$ cat src/rtl/ball_pkg.sv
// Shared types and default arena geometry for the ball motion engine.
package ball_pkg;

    typedef enum logic [1:0] {
        ST_IDLE   = 2'd0,
        ST_RUN    = 2'd1,
        ST_PAUSED = 2'd2,
        ST_MISS   = 2'd3
    } ball_state_e;

    // An axis direction bit is 0 when moving toward its MIN bound and 1 toward MAX.
    localparam logic BALL_TOWARD_MIN   = 1'b0;
    localparam logic BALL_TOWARD_MAX   = 1'b1;
    localparam logic BALL_TOWARD_LEFT  = BALL_TOWARD_MIN;
    localparam logic BALL_TOWARD_RIGHT = BALL_TOWARD_MAX;
    localparam logic BALL_TOWARD_UP    = BALL_TOWARD_MIN;
    localparam logic BALL_TOWARD_DOWN  = BALL_TOWARD_MAX;

    localparam int BALL_COORD_W = 10;
    localparam int BALL_SPEED_W = 3;
    localparam int BALL_X_MIN   = 0;
    localparam int BALL_X_MAX   = 632;
    localparam int BALL_Y_MIN   = 0;
    localparam int BALL_Y_MAX   = 472;
    localparam int BALL_X_INIT  = 320;
    localparam int BALL_Y_INIT  = 240;

endpackage

$ cat src/rtl/ball_axis.sv
// One motion axis: position/direction registers, crash reversal, step and wall clamp.
module ball_axis
    import ball_pkg::*;
#(
    parameter int COORD_W     = BALL_COORD_W,
    parameter int SPEED_W     = BALL_SPEED_W,
    parameter int MIN         = 0,
    parameter int MAX         = 632,
    parameter int INIT        = 320,
    parameter int MISS_AT_MAX = 0
)
(
    input  logic               i_clk,
    input  logic               i_rst_n,
    input  logic               i_load,
    input  logic               i_step,
    input  logic               i_crash_min,
    input  logic               i_crash_max,
    input  logic [SPEED_W-1:0] i_speed,
    output logic [COORD_W-1:0] o_pos,
    output logic               o_bounce,
    output logic               o_hit_max_miss
);

    // Two extra bits: one for overflow past MAX, one sign bit so underflow below MIN is visible.
    localparam int EXT_W = COORD_W + 2;
    localparam logic signed [EXT_W-1:0] MIN_S = EXT_W'(MIN);
    localparam logic signed [EXT_W-1:0] MAX_S = EXT_W'(MAX);

    logic [COORD_W-1:0]      r_pos;
    logic                    r_dir;
    logic                    w_dir_crash;
    logic                    w_dir_next;
    logic [COORD_W-1:0]      w_pos_next;
    logic signed [EXT_W-1:0] w_cur;
    logic signed [EXT_W-1:0] w_delta;
    logic signed [EXT_W-1:0] w_moved;
    logic                    w_below;
    logic                    w_above;

    function automatic logic reverse_on_crash(input logic dir, input logic cmin, input logic cmax);
        if (cmin && !cmax && (dir == BALL_TOWARD_MIN)) return BALL_TOWARD_MAX;
        if (cmax && !cmin && (dir == BALL_TOWARD_MAX)) return BALL_TOWARD_MIN;
        return dir;
    endfunction

    function automatic logic [COORD_W-1:0] clamp_pos(input logic signed [EXT_W-1:0] v);
        if (v < MIN_S) return COORD_W'(MIN);
        if (v > MAX_S) return COORD_W'(MAX);
        return v[COORD_W-1:0];
    endfunction

    assign w_dir_crash = reverse_on_crash(r_dir, i_crash_min, i_crash_max);
    assign w_cur       = $signed({2'b00, r_pos});
    assign w_delta     = $signed({{(EXT_W-SPEED_W){1'b0}}, i_speed});
    assign w_moved     = (w_dir_crash == BALL_TOWARD_MAX) ? (w_cur + w_delta) : (w_cur - w_delta);
    assign w_below     = (w_moved < MIN_S);
    assign w_above     = (w_moved > MAX_S);
    assign w_pos_next  = clamp_pos(w_moved);

    always_comb begin
        w_dir_next = w_dir_crash;
        if (w_below) begin
            w_dir_next = BALL_TOWARD_MAX;
        end else if (w_above && (MISS_AT_MAX == 0)) begin
            w_dir_next = BALL_TOWARD_MIN;
        end
    end

    always_ff @(posedge i_clk or negedge i_rst_n) begin
        if (!i_rst_n) begin
            r_pos <= COORD_W'(INIT);
            r_dir <= BALL_TOWARD_MIN;
        end else if (i_load) begin
            r_pos <= COORD_W'(INIT);
            r_dir <= BALL_TOWARD_MIN;
        end else if (i_step) begin
            r_pos <= w_pos_next;
            r_dir <= w_dir_next;
        end
    end

    assign o_pos          = r_pos;
    assign o_bounce       = i_step && (w_dir_next != r_dir);
    assign o_hit_max_miss = i_step && w_above && (MISS_AT_MAX != 0);

endmodule

$ cat src/rtl/ball_motion_ctrl.sv
// Frame-tick ball mover: serve/pause/miss FSM, sticky crash latches and scoring pulses.
module ball_motion_ctrl
    import ball_pkg::*;
#(
    parameter int COORD_W        = BALL_COORD_W,
    parameter int SPEED_W        = BALL_SPEED_W,
    parameter int X_MIN          = BALL_X_MIN,
    parameter int X_MAX          = BALL_X_MAX,
    parameter int Y_MIN          = BALL_Y_MIN,
    parameter int Y_MAX          = BALL_Y_MAX,
    parameter int X_INIT         = BALL_X_INIT,
    parameter int Y_INIT         = BALL_Y_INIT,
    parameter int MISS_ON_BOTTOM = 1
)
(
    input  logic               iVGA_CLK,
    input  logic               iRST_n,
    input  logic               iFrame_tick,
    input  logic               iServe,
    input  logic               iPause,
    input  logic [3:0]         iCrash,
    input  logic [SPEED_W-1:0] iSpeed_x,
    input  logic [SPEED_W-1:0] iSpeed_y,
    output logic [COORD_W-1:0] oBall_x,
    output logic [COORD_W-1:0] oBall_y,
    output logic [1:0]         oState,
    output logic               oBounce,
    output logic               oMiss
);

    ball_state_e r_state;
    ball_state_e w_state_next;
    logic [3:0]  r_crash;
    logic [3:0]  w_crash_eff;
    logic        w_serve;
    logic        w_step;
    logic        w_load;
    logic        w_x_bounce;
    logic        w_y_bounce;
    logic        w_x_miss;
    logic        w_y_miss;
    logic        w_any_miss;
    logic        r_bounce;
    logic        r_miss;

    // A crash arriving on the moving tick itself must take part in that step.
    assign w_crash_eff = r_crash | iCrash;
    assign w_serve     = (r_state == ST_IDLE) && iServe;
    assign w_step      = (r_state == ST_RUN) && !iPause && iFrame_tick;
    assign w_load      = w_serve || (r_state == ST_MISS);
    assign w_any_miss  = w_x_miss || w_y_miss;

    ball_axis #(
        .COORD_W     (COORD_W),
        .SPEED_W     (SPEED_W),
        .MIN         (X_MIN),
        .MAX         (X_MAX),
        .INIT        (X_INIT),
        .MISS_AT_MAX (0)
    ) u_axis_x (
        .i_clk          (iVGA_CLK),
        .i_rst_n        (iRST_n),
        .i_load         (w_load),
        .i_step         (w_step),
        .i_crash_min    (w_crash_eff[3]),
        .i_crash_max    (w_crash_eff[2]),
        .i_speed        (iSpeed_x),
        .o_pos          (oBall_x),
        .o_bounce       (w_x_bounce),
        .o_hit_max_miss (w_x_miss)
    );

    ball_axis #(
        .COORD_W     (COORD_W),
        .SPEED_W     (SPEED_W),
        .MIN         (Y_MIN),
        .MAX         (Y_MAX),
        .INIT        (Y_INIT),
        .MISS_AT_MAX (MISS_ON_BOTTOM)
    ) u_axis_y (
        .i_clk          (iVGA_CLK),
        .i_rst_n        (iRST_n),
        .i_load         (w_load),
        .i_step         (w_step),
        .i_crash_min    (w_crash_eff[1]),
        .i_crash_max    (w_crash_eff[0]),
        .i_speed        (iSpeed_y),
        .o_pos          (oBall_y),
        .o_bounce       (w_y_bounce),
        .o_hit_max_miss (w_y_miss)
    );

    always_comb begin
        w_state_next = r_state;
        unique case (r_state)
            ST_IDLE:   if (iServe) w_state_next = ST_RUN;
            ST_RUN: begin
                if (iPause)                      w_state_next = ST_PAUSED;
                else if (w_step && w_any_miss)   w_state_next = ST_MISS;
            end
            ST_PAUSED: if (!iPause) w_state_next = ST_RUN;
            ST_MISS:   w_state_next = ST_IDLE;
        endcase
    end

    always_ff @(posedge iVGA_CLK or negedge iRST_n) begin
        if (!iRST_n) begin
            r_state  <= ST_IDLE;
            r_crash  <= '0;
            r_bounce <= 1'b0;
            r_miss   <= 1'b0;
        end else begin
            r_state  <= w_state_next;
            r_bounce <= w_step && (w_x_bounce || w_y_bounce);
            r_miss   <= w_step && w_any_miss;
            if (w_load || w_step) r_crash <= '0;
            else                  r_crash <= w_crash_eff;
        end
    end

    assign oState  = r_state;
    assign oBounce = r_bounce;
    assign oMiss   = r_miss;

endmodule

$ cat config.mk
export PLATFORM = sky130hd
export DESIGN_NAME = ball_motion_ctrl
export DESIGN_NICKNAME = d
export VERILOG_FILES = /design/src/rtl/ball_pkg.sv /design/src/rtl/ball_axis.sv /design/src/rtl/ball_motion_ctrl.sv
export SDC_FILE = /design/constraint.sdc
export NUM_CORES = 1
export LEC_CHECK = 0
export CAP_MARGIN = 20
export CORE_MARGIN = 3
export CORE_UTILIZATION = 40
export DETAILED_ROUTE_END_ITERATION = 8
export GPL_ROUTABILITY_DRIVEN = 0
export SYNTH_ARGS = -nofsm -noshare
export SYNTH_HDL_FRONTEND = slang
export SYNTH_HIERARCHICAL = 1
export SYNTH_SLANG_ARGS = --single-unit
$ cat constraint.sdc
create_clock -name iVGA_CLK -period 3.3 [get_ports iVGA_CLK]
set_input_delay 0.99 -clock iVGA_CLK [delete_from_list [all_inputs] [get_ports iVGA_CLK]]
set_output_delay 0.99 -clock iVGA_CLK [all_outputs]
set_load 0.02 [all_outputs]
# Word level (Yosys, flattened, before mapping)
# Index checks and enable logic that the tools add are counted.
# totals
reg_bits	30
output_inout_bits	24
# classes
add_sub_neg	4
magnitude_cmp	4
n_eq_ne	8
mux	47
n_bitwise	3
n_reduce_logical	27
# ops
op	count
2-to-1 mux 10 bit	12
2-to-1 mux 1 bit	27
less-than comparator 12 x 1 -> 1 bit, second input constant	2
2-to-1 mux 12 bit	2
adder 10 x 3 -> 11 bit	2
subtractor 10 x 3 -> 11 bit	2
logical AND 1 bit	16
> comparator 12 x 10 -> 1 bit, second input constant	1
> comparator 12 x 11 -> 1 bit, second input constant	1
2-to-1 mux 2 bit	4
one-hot mux 2 bit (4 select lines)	1
zero test 1 bit	5
== test 2 bit, second input constant	2
2-to-1 mux 4 bit	1
inequality test 2 bit, second input constant	2
bitwise OR 4 bit	1
logical OR 1 bit	3
inequality test 3 x 2 -> 1 bit, second input constant	1
AND reduction 3 bit	1
== test 2 x 1 -> 1 bit, second input constant	1
zero test 2 bit	1
inequality test 1 bit	2
inverter 1 bit	2
nonzero test 2 bit	1

# Longest topological paths before layout
# depth
depth_word	16
depth_mapped	13
depth_no_buf	13

# Cells and area by module
# Netlist, hierarchy kept.
# by_module_without_submodules
mod	instances	cells_per_inst	area_per_inst_um2	seq_area_each_um2
ball_axis at u_axis_x	1	150	1290.0	277.8
ball_axis at u_axis_y	1	143	1286.2	280.3
ball_motion_ctrl	1	33	371.6	200.2

# Worst setup path before layout
# Ideal clock, no wire load.
# synth_path
path_kind	input to register
startpoint	input port iSpeed_y[2]
endpoint	register r_state[1] (netlist: oState[1])
t_arrival_ns	3.285
required_time_ns	3.158
setup_slack_ns	-0.126
cell_stages	13
n_path_buf	1
cell_sequence	inv_1 ha_1 buf_6 and3b_1 or2_0 or4_4 and3b_1 a21oi_2 a21oi_1 o21a_1 o21a_1 o21ai_0 o22ai_1
# synth_via
elab_chain_cells	7
word_cells_on_any_way	8
classes_between	add/sub (2); order compare (1); eq/ne (1); mux (1); reduce/logical (3)
# synth_lines
item	line	source
start: declaration	ball_motion_ctrl.sv:23	input logic [SPEED_W-1:0] iSpeed_y,
subtractor 10 x 3 -> 11 bit / adder 10 x 3 -> 11 bit (equally long branches)	ball_axis.sv:56	assign w_moved = (w_dir_crash == BALL_TOWARD_MAX) ? (w_cur + w_delta) : (w_cur - w_delta);
2-to-1 mux 12 bit *	ball_axis.sv:56	
> comparator 12 x 10 -> 1 bit *	ball_axis.sv:58	assign w_above = (w_moved > MAX_S);
logical AND 1 bit *	ball_axis.sv:85	assign o_hit_max_miss = i_step && w_above && (MISS_AT_MAX != 0);
net w_y_miss	ball_motion_ctrl.sv:41	logic w_y_miss;
logical AND 1 bit *	ball_motion_ctrl.sv:99	else if (w_step && w_any_miss) w_state_next = ST_MISS;
inequality test 3 x 2 -> 1 bit (no line) *	n/a	
AND reduction 3 bit (no line) *	n/a	
end signal: assignment	ball_motion_ctrl.sv:113	r_state <= w_state_next;
end: declaration	ball_motion_ctrl.sv:31	ball_state_e r_state;
# The timed path passes the listed nets; every way through them passes the cells marked *.
# A chain may end at the register's enable or synchronous reset.

# Worst setup path in the final report
# layout_path
startpoint	input port iSpeed_x[0]
endpoint	register u_axis_x.r_pos[3] (netlist: u_axis_x/o_pos[3])
# layout_via
elab_chain_cells	9
word_cells_on_any_way	13
classes_between	add/sub (2); order compare (2); mux (9)
# layout_lines
item	line	source
start: declaration	ball_motion_ctrl.sv:22	input logic [SPEED_W-1:0] iSpeed_x,
subtractor 10 x 3 -> 11 bit / adder 10 x 3 -> 11 bit (equally long branches)	ball_axis.sv:56	
2-to-1 mux 12 bit *	ball_axis.sv:56	
> comparator 12 x 11 -> 1 bit	ball_axis.sv:49	if (v > MAX_S) return COORD_W'(MAX);
2-to-1 mux 1 bit (2 in a row)	ball_axis.sv:49	
2-to-1 mux 10 bit	ball_axis.sv:50	return v[COORD_W-1:0];
2-to-1 mux 10 bit *	ball_axis.sv:49	
2-to-1 mux 10 bit *	ball_axis.sv:77	end else if (i_step) begin
2-to-1 mux 10 bit *	ball_axis.sv:74	end else if (i_load) begin
end signal: assignment	ball_axis.sv:72	r_pos <= COORD_W'(INIT);
end signal: assignment	ball_axis.sv:75	r_pos <= COORD_W'(INIT);
end signal: assignment	ball_axis.sv:78	r_pos <= w_pos_next;
end: declaration	ball_axis.sv:30	logic [COORD_W-1:0] r_pos;
# Every way passes the cells marked *; elsewhere a longest branch is shown, timed or not. The select of a mux whose other input is x is not followed.

==> summary.md <==
| Metric | Value |
|---|---|
| Area post-placement | 3870 sq um |
| EDFF count, synth | 0 |
| TritonCTS Buffers | 5 |
| Netlist Area Pre-Place | 2950 sq um |
| Fin. max-slew vios | 0 |
| Clock sinks | 30 |
| Vias in the first global route | 2794 |
| Final worst-path cycle share | 98.7% |
| Total track usage | 20.2% |
| Setup slack, reg-to-reg | 390 ps |
| Total number of vias | 2882 |
| Final net count | 469 |
| Placed cells | 513 |
| Root Buffer | clkbuf_8 |
| Die area | 8440 sq um |
| VDD IR max | 0.433 mV |
| R2r startpoint | u_axis_x/o_pos[0] |
| Std cell rows | 30 |
| Detailed placer's ending HPWL | 5.95 mm |
| Fmax achieved | 307 MHz |
| Top Ports | 39 |
| Drt total wl | 8.68 mm |
| Post-synth ARST share | 100% |
| Htree depth | 2 |
| Endpoints failing hold | 0 |
| Setup-failing EPs final | 0 |
| Fin cells | 535 |
| WS Path Type | in2reg |
| Largest net degree at the start of global routing | 31 |
| DRC viols | 0 |
| First-pass GRT wire length | 13.9 mm |
| Antenna-violating nets left | 0 |
| Post-synthesis sequential area ratio | 25.7% |
| Area of the multi-input gates | 2390 sq um |
| Hold WC Path Type | reg2reg |
| Crit Path Max Fanout | 4 |
| Most common cell after layout, fill and taps aside | buf_4 |
| Routed length per instance | 16.2 um |
| IO Port Bufs | 38 |
| N_diodes | 0 |
| CP Capture Point | u_axis_x/o_pos[3] |
| RSZ-0062 raised after global routing | true |
| GRT Residual Overflow | 0 |
| Leak pwr | 1.77 nW |
| PD cells | 881 nW/um^2 |
| Main flop type after synthesis | dfrtp_1 |
| Die Span Y | 91.8 um |
| WP data required | 3500 ps |
| Initial antenna violation count | 0 |
| Die width | 91.8 um |
| Synth cell types | 84 |
| Worst skew pair latency | 280 ps |
| Layout Skew | 5.42 ps |
| Status | finished, final reports clean |
| Min Tclk post-route | 3260 ps |
| Worst R2R End | u_axis_x/o_pos[3] |
| Worst Path Arrival | 3460 ps |
| Ys Warns | 6 |
| Avg Inst Size Synth | 9.04 sq um |
| FILL cells | 599 |
| Post-synthesis register bit count | 30 |
| Max-cap violations | 0 |
| Clock-pin slew on the worst setup and hold paths | 70 ps |
| Initial Util | 42.2% |
| CP startpoint kind | input pin |
| Initial DRC Count | 250 |
| Critical path origin | iSpeed_x[0] |
| Seq. cell area | 758 sq um |
| FF-to-FF path depth | 10 |
| Drt first pass iters | 4 |
| Share of cells above drive strength 1 | 44.2% |
| Post-DR vias/cell | 5.39 |
| Core Region | 6980 sq um |
| CTS tree | yes |
| Setup TNS | 0 ps |
| Endpoint class of the critical path | flop |
| Fin area | 4450 sq um |
| Clock Tree Buf Depth | 2 |
| Synthesized Nets | 357 |
| Hold_buf cts | 0 |
| Syn-to-layout area delta | 50.8% |
| Synth Instances | 326 |
| Most frequent cells in the layout | 80 x buf_4, 28 x clkdlybuf4s50_1, 27 x nand2_1 |
cells in the mapped netlist (all sizes together) (3+ instances only):
library cell | number | area (sq um)
a2bb2oi | 3 | 32.5
a21oi | 19 | 98.9
nand3 | 5 | 25.0
dfstp | 6 | 158
mux2i | 5 | 50.1
inv | 20 | 75.1
xor2 | 3 | 26.3
nor2b | 12 | 82.6
a2111oi | 4 | 97.6
a211oi | 7 | 57.6
or3 | 11 | 90.1
nor2 | 14 | 52.6
ha | 12 | 150
nand2b | 4 | 25.0
o32ai | 3 | 33.8
nor3b | 3 | 27.5
dfrtp | 24 | 601
or4 | 4 | 38.8
clkbuf | 3 | 11.3
o22ai | 4 | 25.0
o21ai | 15 | 75.1
fa | 4 | 80.1
a22oi | 3 | 27.5
buf | 11 | 98.8
o21bai | 4 | 41.3
o21a | 7 | 52.6
a221o | 5 | 50.1
or2 | 13 | 86.3
nor4 | 5 | 46.3
nand4 | 4 | 25.0
and2 | 6 | 37.5
nand2 | 29 | 116
nor3 | 10 | 55.1
xnor2 | 10 | 95.1
o21ba | 4 | 40.0
worst max-delay path, cell delays in order:
cell and delay, ps:
buf_4 100, ha_4 130, inv_2 40, fa_2 390
o21ba_4 250, a211oi_4 210, or3_4 180, nand4_1 110
a2111o_1 480, a221o_1 430, a21oi_2 140
what timing repair did:
action	in CTS	in global routing
pin swaps	37	39
gates resized for setup	60	54
buffers inserted	8	6
setup endpoints to repair	22	14
power by group:
part	total [W]	internal (W)	switching [W]	leakage (nW)
clock	0.000307	0.000168	0.000139	0.0482
sequential	0.000727	0.000503	0.000224	0.385
combinational	0.00288	0.00153	0.00135	1.34
total	0.00392	0.00220	0.00171	1.77
final cells by class:
class | instances | share of cell area, %
clock buffers | 7 | 1.94
clock inverters | 1 | 0.113
inverters | 20 | 1.97
multi-input cells | 262 | 53.7
flip-flops and latches | 30 | 17.1
well taps | 96 | 2.70
repair buffers | 119 | 22.5
routing by layer:
layer / wire length (um) / global-route usage (%) / vias up / part of all wire (%)
met5: 0 / 0 / - / 0
met4: 80 / 4.33 / 0 / 0.92
met3: 308 / 2.79 / 6 / 3.5
met2: 3930 / 31.1 / 57 / 45
met1: 4360 / 30.1 / 1407 / 50
li1: - / - / 1412 / -
kinds of logic (layout without fill, tap and decap cells):
family	Yosys count	in the layout	share of synthesized area (%)
other	1	1	0.127
buffers and inverters	34	147	6.28
flip-flops	30	30	25.7
adder cells (fa/ha/maj)	16	16	7.81
multiplexers	6	6	2.08
AO/OA/AOI/OAI	98	98	27.5
AND/OR/NAND/NOR	128	128	26.4
XOR/XNOR	13	13	4.12
worst min path at each step:
| stage | from | endpoint | cells past startpoint |
|---|---|---|---|
| after floorplan | r_crash[1] | r_crash[1] | 2 |
| after global placement | u_axis_y/o_pos[0] | u_axis_y/o_pos[0] | 2 |
| after detailed placement | u_axis_y/o_pos[0] | u_axis_y/o_pos[0] | 2 |
| after CTS | u_axis_y/o_pos[0] | u_axis_y/o_pos[0] | 2 |
| after global routing | u_axis_x/o_pos[0] | u_axis_x/o_pos[0] | 2 |
| final | u_axis_x/o_pos[0] | u_axis_x/o_pos[0] | 2 |
through the flow:
stage	hold WS (ps)	setup WS [ps]	total power [W]	utilization, %
floorplan	462	-68.8	0.00205	-
global placement	525	-593	0.00297	55.4
detailed placement	530	-668	0.00298	55.4
CTS	552	-24.3	0.00364	60.7
global route	644	-15.7	0.00416	63.7
finish	597	44.1	0.00392	63.7
flip-flops by register name, indices dropped and copies added (netlist names):
name / count
oBounce: 1
oMiss: 1
oState: 2
r_crash: 4
u_axis_x/o_pos: 10
u_axis_x/r_dir: 1
u_axis_y/o_pos: 10
u_axis_y/r_dir: 1
Power figures use the tool's default switching activity.
